File: config.mk
export PLATFORM = sky130hd
export DESIGN_NAME = led_pattern_gen
export DESIGN_NICKNAME = d
export VERILOG_FILES = /design/src/rtl/led_pattern_gen.sv
export SDC_FILE = /design/constraint.sdc
export NUM_CORES = 1
export LEC_CHECK = 0
export ABC_AREA = 0
export BUFFER_PORTS_ARGS = -buffer_cell sky130_fd_sc_hd__buf_2
export CORE_MARGIN = 1.5
export CORE_UTILIZATION = 35
export CTS_CLUSTER_DIAMETER = 60
export DETAILED_ROUTE_END_ITERATION = 16
export PLACE_DENSITY_LB_ADDON = 0.15
export SLEW_MARGIN = 20
export SYNTH_ARGS = -nofsm -noshare
export SYNTH_HDL_FRONTEND = slang
export SYNTH_SLANG_ARGS = --single-unit
File: constraint.sdc
create_clock -name clk -period 2.4 [get_ports clk]
set_input_delay 0.36 -clock clk [delete_from_list [all_inputs] [get_ports clk]]
set_output_delay 0.36 -clock clk [all_outputs]
set_load 0.05 [all_outputs]
File: src/rtl/led_pattern_gen.sv
// led_pattern_gen: LED pattern generator with COUNT, SHIFT, BREATHE and HOLD modes.
// A prescaler divides the clock down to a step rate. Each step advances the
// pattern of the current mode, and each step is announced by a one-cycle tick.
// Optional feature: define LED_PATTERN_BREATHE_EN to compile in the BREATHE
// mode (duty ramp plus PWM). Without it, mode 2'b10 behaves exactly as HOLD.
module led_pattern_gen #(
    parameter int CLK_HZ   = 27000000,
    parameter int TICK_HZ  = 10,
    parameter int N        = 6,
    parameter int PWM_BITS = 8
) (
    input  logic         clk,
    input  logic         rst,
    input  logic         en,
    input  logic [1:0]   mode,
    output logic [N-1:0] led,
    output logic         tick
);

    localparam int DIV = CLK_HZ / TICK_HZ;
    localparam int PW  = (DIV > 2) ? $clog2(DIV) : 1;
    localparam logic [PW-1:0] PRESC_LAST = PW'(DIV - 1);

    // Reject parameter sets outside the legal ranges at elaboration time.
    if (DIV < 2 || N < 2 || N > 16 || PWM_BITS < 2 || PWM_BITS > 12) begin : g_param_check
        $error("led_pattern_gen: illegal parameter set");
    end

    typedef enum logic [1:0] {
        M_COUNT   = 2'b00,
        M_SHIFT   = 2'b01,
        M_BREATHE = 2'b10,
        M_HOLD    = 2'b11
    } mode_t;

    mode_t         mode_q;
    mode_t         mode_eff;
    logic [PW-1:0] presc_q, presc_d;
    logic [N-1:0]  led_q, led_d;
    logic          tick_q;
    logic          dir_up_q, dir_up_d;
    logic          mode_chg;
    logic          step;

`ifdef LED_PATTERN_BREATHE_EN
    localparam logic [PWM_BITS-1:0] DUTY_MAX = '1;
    logic [PWM_BITS-1:0] duty_q, duty_d;
    logic [PWM_BITS-1:0] pwm_q;
`endif

    // Map the requested mode onto the modes that exist in this build.
    always_comb begin
`ifdef LED_PATTERN_BREATHE_EN
        mode_eff = mode_t'(mode);
`else
        mode_eff = (mode == 2'b10) ? M_HOLD : mode_t'(mode);
`endif
    end

    // A mode change pre-empts any step on the same edge.
    always_comb begin
        mode_chg = (mode_eff != mode_q);
        step     = en && (presc_q == PRESC_LAST) && !mode_chg;
    end

    // Next-state logic: mode-entry initialisation, prescaler and pattern steps.
    always_comb begin
        presc_d  = presc_q;
        led_d    = led_q;
        dir_up_d = dir_up_q;
`ifdef LED_PATTERN_BREATHE_EN
        duty_d   = duty_q;
`endif
        if (mode_chg) begin
            presc_d = '0;
            case (mode_eff)
                M_COUNT: led_d = '0;
                M_SHIFT: begin
                    led_d    = N'(1);
                    dir_up_d = 1'b1;
                end
`ifdef LED_PATTERN_BREATHE_EN
                M_BREATHE: begin
                    duty_d   = '0;
                    dir_up_d = 1'b1;
                    led_d    = '0;
                end
`endif
                default: ;
            endcase
        end else begin
            if (en) begin
                presc_d = (presc_q == PRESC_LAST) ? '0 : presc_q + PW'(1);
            end
            if (step) begin
                case (mode_q)
                    M_COUNT: led_d = led_q + N'(1);
                    M_SHIFT: begin
                        // Bounce: each end position is shown for a single step.
                        if (dir_up_q) begin
                            if (led_q[N-1]) begin
                                led_d    = led_q >> 1;
                                dir_up_d = 1'b0;
                            end else begin
                                led_d = led_q << 1;
                            end
                        end else begin
                            if (led_q[0]) begin
                                led_d    = led_q << 1;
                                dir_up_d = 1'b1;
                            end else begin
                                led_d = led_q >> 1;
                            end
                        end
                    end
`ifdef LED_PATTERN_BREATHE_EN
                    M_BREATHE: begin
                        if (dir_up_q) begin
                            if (duty_q == DUTY_MAX) begin
                                duty_d   = duty_q - PWM_BITS'(1);
                                dir_up_d = 1'b0;
                            end else begin
                                duty_d = duty_q + PWM_BITS'(1);
                            end
                        end else begin
                            if (duty_q == '0) begin
                                duty_d   = duty_q + PWM_BITS'(1);
                                dir_up_d = 1'b1;
                            end else begin
                                duty_d = duty_q - PWM_BITS'(1);
                            end
                        end
                    end
`endif
                    default: ;
                endcase
            end
`ifdef LED_PATTERN_BREATHE_EN
            // PWM keeps modulating even while en=0, at the (possibly frozen) duty.
            if (mode_q == M_BREATHE) begin
                led_d = (pwm_q < duty_d) ? '1 : '0;
            end
`endif
        end
    end

    // State registers with synchronous reset overriding all other inputs.
    always_ff @(posedge clk) begin
        if (rst) begin
            mode_q   <= M_HOLD;
            presc_q  <= '0;
            led_q    <= '0;
            tick_q   <= 1'b0;
            dir_up_q <= 1'b1;
`ifdef LED_PATTERN_BREATHE_EN
            duty_q   <= '0;
            pwm_q    <= '0;
`endif
        end else begin
            mode_q   <= mode_eff;
            presc_q  <= presc_d;
            led_q    <= led_d;
            tick_q   <= step;
            dir_up_q <= dir_up_d;
`ifdef LED_PATTERN_BREATHE_EN
            duty_q   <= duty_d;
            pwm_q    <= pwm_q + PWM_BITS'(1);
`endif
        end
    end

    assign led  = led_q;
    assign tick = tick_q;

endmodule

==> results of run 1 <==
-- where the power goes --
part           total (µW)  switching [µW]  internal, µW
combinational        65.1            40.8          24.3
clock                 393             196           197
sequential            543            8.01           535
-- cell usage in the layout (no fill, tap or decap), types with 4 or more instances in the layout --
cell	count
xnor2_1	5
xor2_1	11
nand2_1	12
a21oi_1	10
o21ai_0	10
nand2b_1	10
dfxtp_1	32
buf_2	11
nor4_1	5
clkbuf_8	5
or3_1	7
o32ai_1	4
nor2_1	20
and3_1	6
nand4_1	8
nand3_1	15
-- flip-flops by register name, indices dropped and copies added (netlist names) --
signal    flops
presc_q      22
tick          1
dir_up_q      1
mode_q        2
led           6
-- worst paths after layout --
check	startpoint	endpoint	slack [ns]
max	presc_q[9]	presc_q[13]	0.47
min	mode[0]	mode_q[0]	0.31
max reg2reg	presc_q[9]	presc_q[13]	0.47
min reg2reg	presc_q[21]	presc_q[21]	0.51
-- layer usage --
layer,GRT usage,vias to the layer above,wire length (µm),part of all wire
li1,-,838,-,-
met1,0.243,775,2260,0.53
met2,0.227,22,1810,0.42
met3,0.0359,9,125,0.029
met4,0.0722,0,86,0.020
met5,0,-,0,0
-- metrics by stage --
stage	utilization	hold slack, ns	setup slack (ns)	cell area [µm²]	total power [µW]
2_1_floorplan	-	0.459	0.593	1870	608
3_3_place_gp	0.379	0.495	0.527	1950	621
3_5_place_dp	0.379	0.495	0.477	1950	620
4_1_cts	0.394	0.309	0.461	2020	1010
5_1_grt	0.394	0.316	0.293	2020	1050
6_report	0.394	0.309	0.465	2020	1000
-- cells by family after synthesis --
group / Yosys count / synth area share
xor+xnor: 16 / 0.0750
simple gates: 109 / 0.346
mux: 1 / 0.00536
fa+ha+maj: 3 / 0.0201
compound gates: 44 / 0.163
buf+inv: 17 / 0.0469
flops: 32 / 0.343
-- final cells by class --
type / instances / share of cell area
inverter: 2 / 0.00371
clock inverter: 1 / 0.00247
sequential: 32 / 0.317
timing repair buffer: 13 / 0.0346
multi-input combinational: 173 / 0.563
tap: 70 / 0.0433
clock buffer: 6 / 0.0359
-- worst max-delay path: cells and delay by family (launching register included) --
family,cells,cell delay [ns]
and+or+nand+nor,3,0.89
AOI/OAI and AO/OA,1,0.43
DFF,1,0.48
==> flow_metrics.py, run 1 <==
metrics = {
    "finish": {
        "multi_input_area_um2": 1140,
        "diodes": 0,
        "final-seq-area_um2": 641,
        "num-nets-final": 235,
        "drive_above_1_share": 0.141,
        "fill_cells": 570,
        "area_delta_synth_final_pct": 8.31,
        "finalNonFillerCells": 297,
    },
    "die": {
        "start_util": 0.363,
        "die_w_um": 76.1,
        "die_height_um": 76.1,
        "ios": 12,
        "num_rows": 26,
        "dieArea_um2": 5780,
        "core_region_area_um2": 5140,
    },
    "yosys": {
        "synth_edf_count": 0,
        "ys_ff_latch": 32,
        "synth_cells": 222,
        "synth.avg_cell_area_um2": 8.41,
        "synth_top_cell_by_area": "dfxtp_1",
        "ys_types": 49,
        "synth_area_um2": 1870,
        "synth.yosys.warnings": 0,
        "yosysSeqAreaShare": 0.343,
        "synth.top_cells.by_area": "dfxtp_1, xor2_1, nand3_1, nor2_1, nand2b_1",
        "synth_top_flop_cell": "dfxtp_1",
        "synth_top_area_frac": 0.343,
        "synth.most_common_cell": "dfxtp_1",
        "synthArstFlopShare": 0,
        "syn_nets": 230,
        "synth_common_cells": "dfxtp_1, nor2_1, nand3_1, nand2_1",
    },
    "placement": {
        "dp_hpwl_um": 2980,
        "routabilityCongestion": 0.789,
        "port_buffers": 11,
        "place_inst": 290,
    },
    "timing": {
        "finalMaxSlewViolations": 0,
        "rsz0062_at_grt": "no",
        "min_period_ns": 1.93,
        "timing.fmax_mhz": 517,
        "setup_viol": 0,
        "fin_worst_skew_ns": 0.00679,
        "finalCritPeriodShare": 0.806,
        "finalSetupTns_ns": 0,
        "hold_viol_final": 0,
        "slew_headroom": 0.697,
        "tightest_slew_ns": 0.451,
    },
    "hold_path": {
        "worst_hold_path_type": "in2reg",
        "whs_path_depth": 2,
    },
    "worst_setup_path": {
        "crit_path_cell_trace": "or4b_4 > nor4_4 > a211o_2 > nor2_1",
        "start_kind": "register",
        "critPathMaxFanout": 22,
        "reg2regPathDepth": 4,
        "criticalPathCategory": "reg2reg",
        "cp.required_ns": 2.56,
        "cp_slowest_stage_delay_ns": 0.52,
        "crit_slowest_cell": "or4b_4",
        "crit_path_end_kind": "register",
        "arrival_ns": 2.10,
    },
    "grt": {
        "antenna_found_initial": 0,
        "grt-ovfl-total": 0,
        "grt_max_degree": 23,
        "track_usage": 0.165,
        "grt_pass1_wl_um": 7650,
        "grt_pass1_vias": 1507,
    },
    "clock_network": {
        "cts_buffer_depth": 2,
        "clock_latency_ns": 0.29,
        "ctsResizeCount": 0,
        "root_buffer": "clkbuf_8",
        "clock_sinks": 32,
        "cts_tree": "built",
        "numCtsBuffers": 5,
        "post_cts_buffers": 0,
        "hold_buffers": 0,
        "cts-htree-levels": 2,
        "clk_pin_slew_ns": 0.07,
    },
    "power_and_ir_drop": {
        "vdd_ir_drop_max_v": 0.000189,
        "power.density_nw_per_um2": 495,
        "p_leak_uw": 0.000687,
    },
    "run_status": {
        "status": "finished, final reports clean",
    },
    "run": {
        "max-cap-violations": 0,
    },
    "route": {
        "viasPerCell": 5.54,
        "first_pass_iters": 4,
        "drt-initial-drc-count": 101,
        "vias": 1644,
        "route.detailed.wl_per_inst_um": 14.4,
        "drtAntennaViolNets": 0,
        "drt_wl_total_um": 4290,
        "drcViolationCount": 0,
    },
}
Power figures use the tool's default switching activity.
==> inputs of run 2 (changes only) <==
Clock period 2.4 ns to 1.8 ns, I/O delays scaled along.
==> flow_metrics.py, run 2 (synthesized netlist as in run 1, its figures left out) <==
metrics = {
    "finish": {
        "area_delta_synth_final_pct": 22.6,
        "largest_register_ffs": 22,
        "final_common_cell": "dfxtp_1",
        "final_cell_mix": "dfxtp_1, buf_4, nor2_1",
        "drive_above_1_share": 0.253,
        "diodes": 0,
        "num-nets-final": 260,
        "fill_cells": 534,
        "regMostFlops": "presc_q",
    },
    "timing": {
        "tightest_slew_ns": 0.426,
        "timing.fmax_mhz": 554,
        "finalCritPeriodShare": 1.00,
        "hold_viol_final": 0,
        "fin_worst_skew_ns": 0.00858,
        "setup_ws_ns": -0.00639,
        "slew_headroom": 0.713,
        "rsz0062_at_grt": "yes",
        "setup_viol": 1,
        "finalSetupTns_ns": -0.00639,
        "min_period_ns": 1.81,
        "finalMaxSlewViolations": 0,
    },
    "power_and_ir_drop": {
        "clockPowerShare": 0.450,
        "power.net_switching_uw": 334,
        "power.density_nw_per_um2": 655,
        "power_frac_comb": 0.068,
        "power.internal_uw": 1160,
        "p_total_uw": 1500,
        "vdd_ir_drop_max_v": 0.000370,
        "p_seq_frac": 0.482,
        "p_leak_uw": 0.000847,
        "p_sw_frac": 0.223,
    },
    "route": {
        "route.detailed.wl_per_inst_um": 14.4,
        "viasPerCell": 5.37,
        "drtAntennaViolNets": 0,
        "drcViolationCount": 0,
        "vias": 1736,
        "drt_wl_total_um": 4640,
        "drt-initial-drc-count": 101,
        "first_pass_iters": 4,
    },
    "clock_network": {
        "cts_buffer_depth": 2,
        "clock_sinks": 32,
        "cts_tree": "built",
        "numCtsBuffers": 5,
        "cts-htree-levels": 2,
        "clk_pin_slew_ns": 0.07,
        "root_buffer": "clkbuf_8",
        "clock_latency_ns": 0.28,
        "hold_buffers": 0,
    },
    "die": {
        "ios": 12,
        "core_region_area_um2": 5140,
        "die_height_um": 76.1,
        "dieArea_um2": 5780,
        "num_rows": 26,
        "start_util": 0.363,
        "die_w_um": 76.1,
    },
    "worst_setup_path": {
        "critPathMostFrequentCell": "buf_4",
        "worst_r2r_endpoint": "dir_up_q",
        "critical_path_depth": 6,
        "crit_path_end_kind": "register",
        "cp.required_ns": 1.97,
        "crit_buf_inv": 2,
        "cp_slowest_stage_delay_ns": 0.55,
        "rr_startpoint": "presc_q[17]",
        "regToRegSetupSlack_ns": -0.006,
        "crit_path_cell_trace": "or4b_4 > nor4_4 > buf_4 > buf_4 > and4_2 > o21bai_1",
        "reg2regPathDepth": 6,
        "criticalPathCategory": "reg2reg",
        "path_delay_family": "simple AND/OR/NAND/NOR gates",
        "start_kind": "register",
        "arrival_ns": 1.97,
        "critPathMaxFanout": 5,
        "crit_slowest_cell": "or4b_4",
    },
    "run_status": {
        "failed_checks": "negative setup slack",
        "status": "complete, but fails checks",
    },
    "grt": {
        "grt_max_degree": 23,
        "track_usage": 0.174,
        "grt_pass1_vias": 1627,
        "grt-ovfl-total": 0,
        "grt_pass1_wl_um": 8010,
        "antenna_found_initial": 0,
    },
    "hold_path": {
        "holdCritStartpoint": "mode[0]",
        "worst_hold_path.endpoint": "mode_q[0]",
        "worst_hold_path_type": "in2reg",
        "whs_path_depth": 2,
    },
    "placement": {
        "dp_hpwl_um": 3460,
        "routabilityCongestion": 0.803,
        "port_buffers": 11,
    },
    "run": {
        "max-cap-violations": 0,
    },
}
run 2: power by group through the flow:
stage               Sequential, µW  Combinational, µW  Clock, µW
finish                         723                102        674
global route                   724                113        719
CTS                            723               97.8        681
detailed placement             739               96.9          0
global placement               739               96.7          0
floorplan                      740               70.4          0
run 2: per-stage QoR:
stage	utilization	setup slack [ns]	cell area, µm²	hold WS, ns	std cells
2_1_floorplan	-	0.0135	1870	0.372	222
3_3_place_gp	0.417	0.0389	2140	0.493	314
3_5_place_dp	0.417	0.0137	2140	0.516	314
4_1_cts	0.439	0.00350	2260	0.234	322
5_1_grt	0.445	-0.0592	2290	0.241	323
6_report	0.445	-0.00639	2290	0.238	323
run 2: repair_timing:
action / CTS / global route
endpoints found under the setup margin: 1 / 8
gates resized for setup: 1 / 4
pin swaps: 0 / 7
buffers inserted: 0 / 1
run 2: how the worst max path moves through the flow:
stage / start / to / slack (ns)
after floorplan: presc_q[17] / presc_q[19] / 0.01
after global placement: presc_q[17] / led[4] / 0.04
after detailed placement: presc_q[17] / led[4] / 0.01
after CTS: presc_q[17] / led[1] / 0.004
after global routing: presc_q[17] / led[1] / -0.06
final: presc_q[17] / dir_up_q / -0.006
run 2: metal layers:
metal	track usage	wire length, µm	share of wire
met3	0.0359	189	0.041
met4	0.0630	61	0.013
met5	0	0	0
met1	0.255	2390	0.52
met2	0.250	2000	0.43
run 2: cell type report:
cell class                      count  area (µm²)  area share
Multi-Input combinational cell    173        1180       0.514
Tap cell                           70        87.6      0.0383
Clock inverter                      2        35.0      0.0153
Sequential cell                    32         641       0.280
Clock buffer                        6        72.6      0.0317
Timing Repair Buffer               38         270       0.118
Inverter                            2        7.51     0.00328
run 2: worst register-to-register path, delay by kind of cell, from the launching register on:
| kind | cells | cell delay [ns] |
|---|---|---|
| flip-flops | 1 | 0.31 |
| AND/OR/NAND/NOR | 3 | 1.04 |
| AO/OA/AOI/OAI | 1 | 0.06 |
| buffers and inverters | 2 | 0.30 |
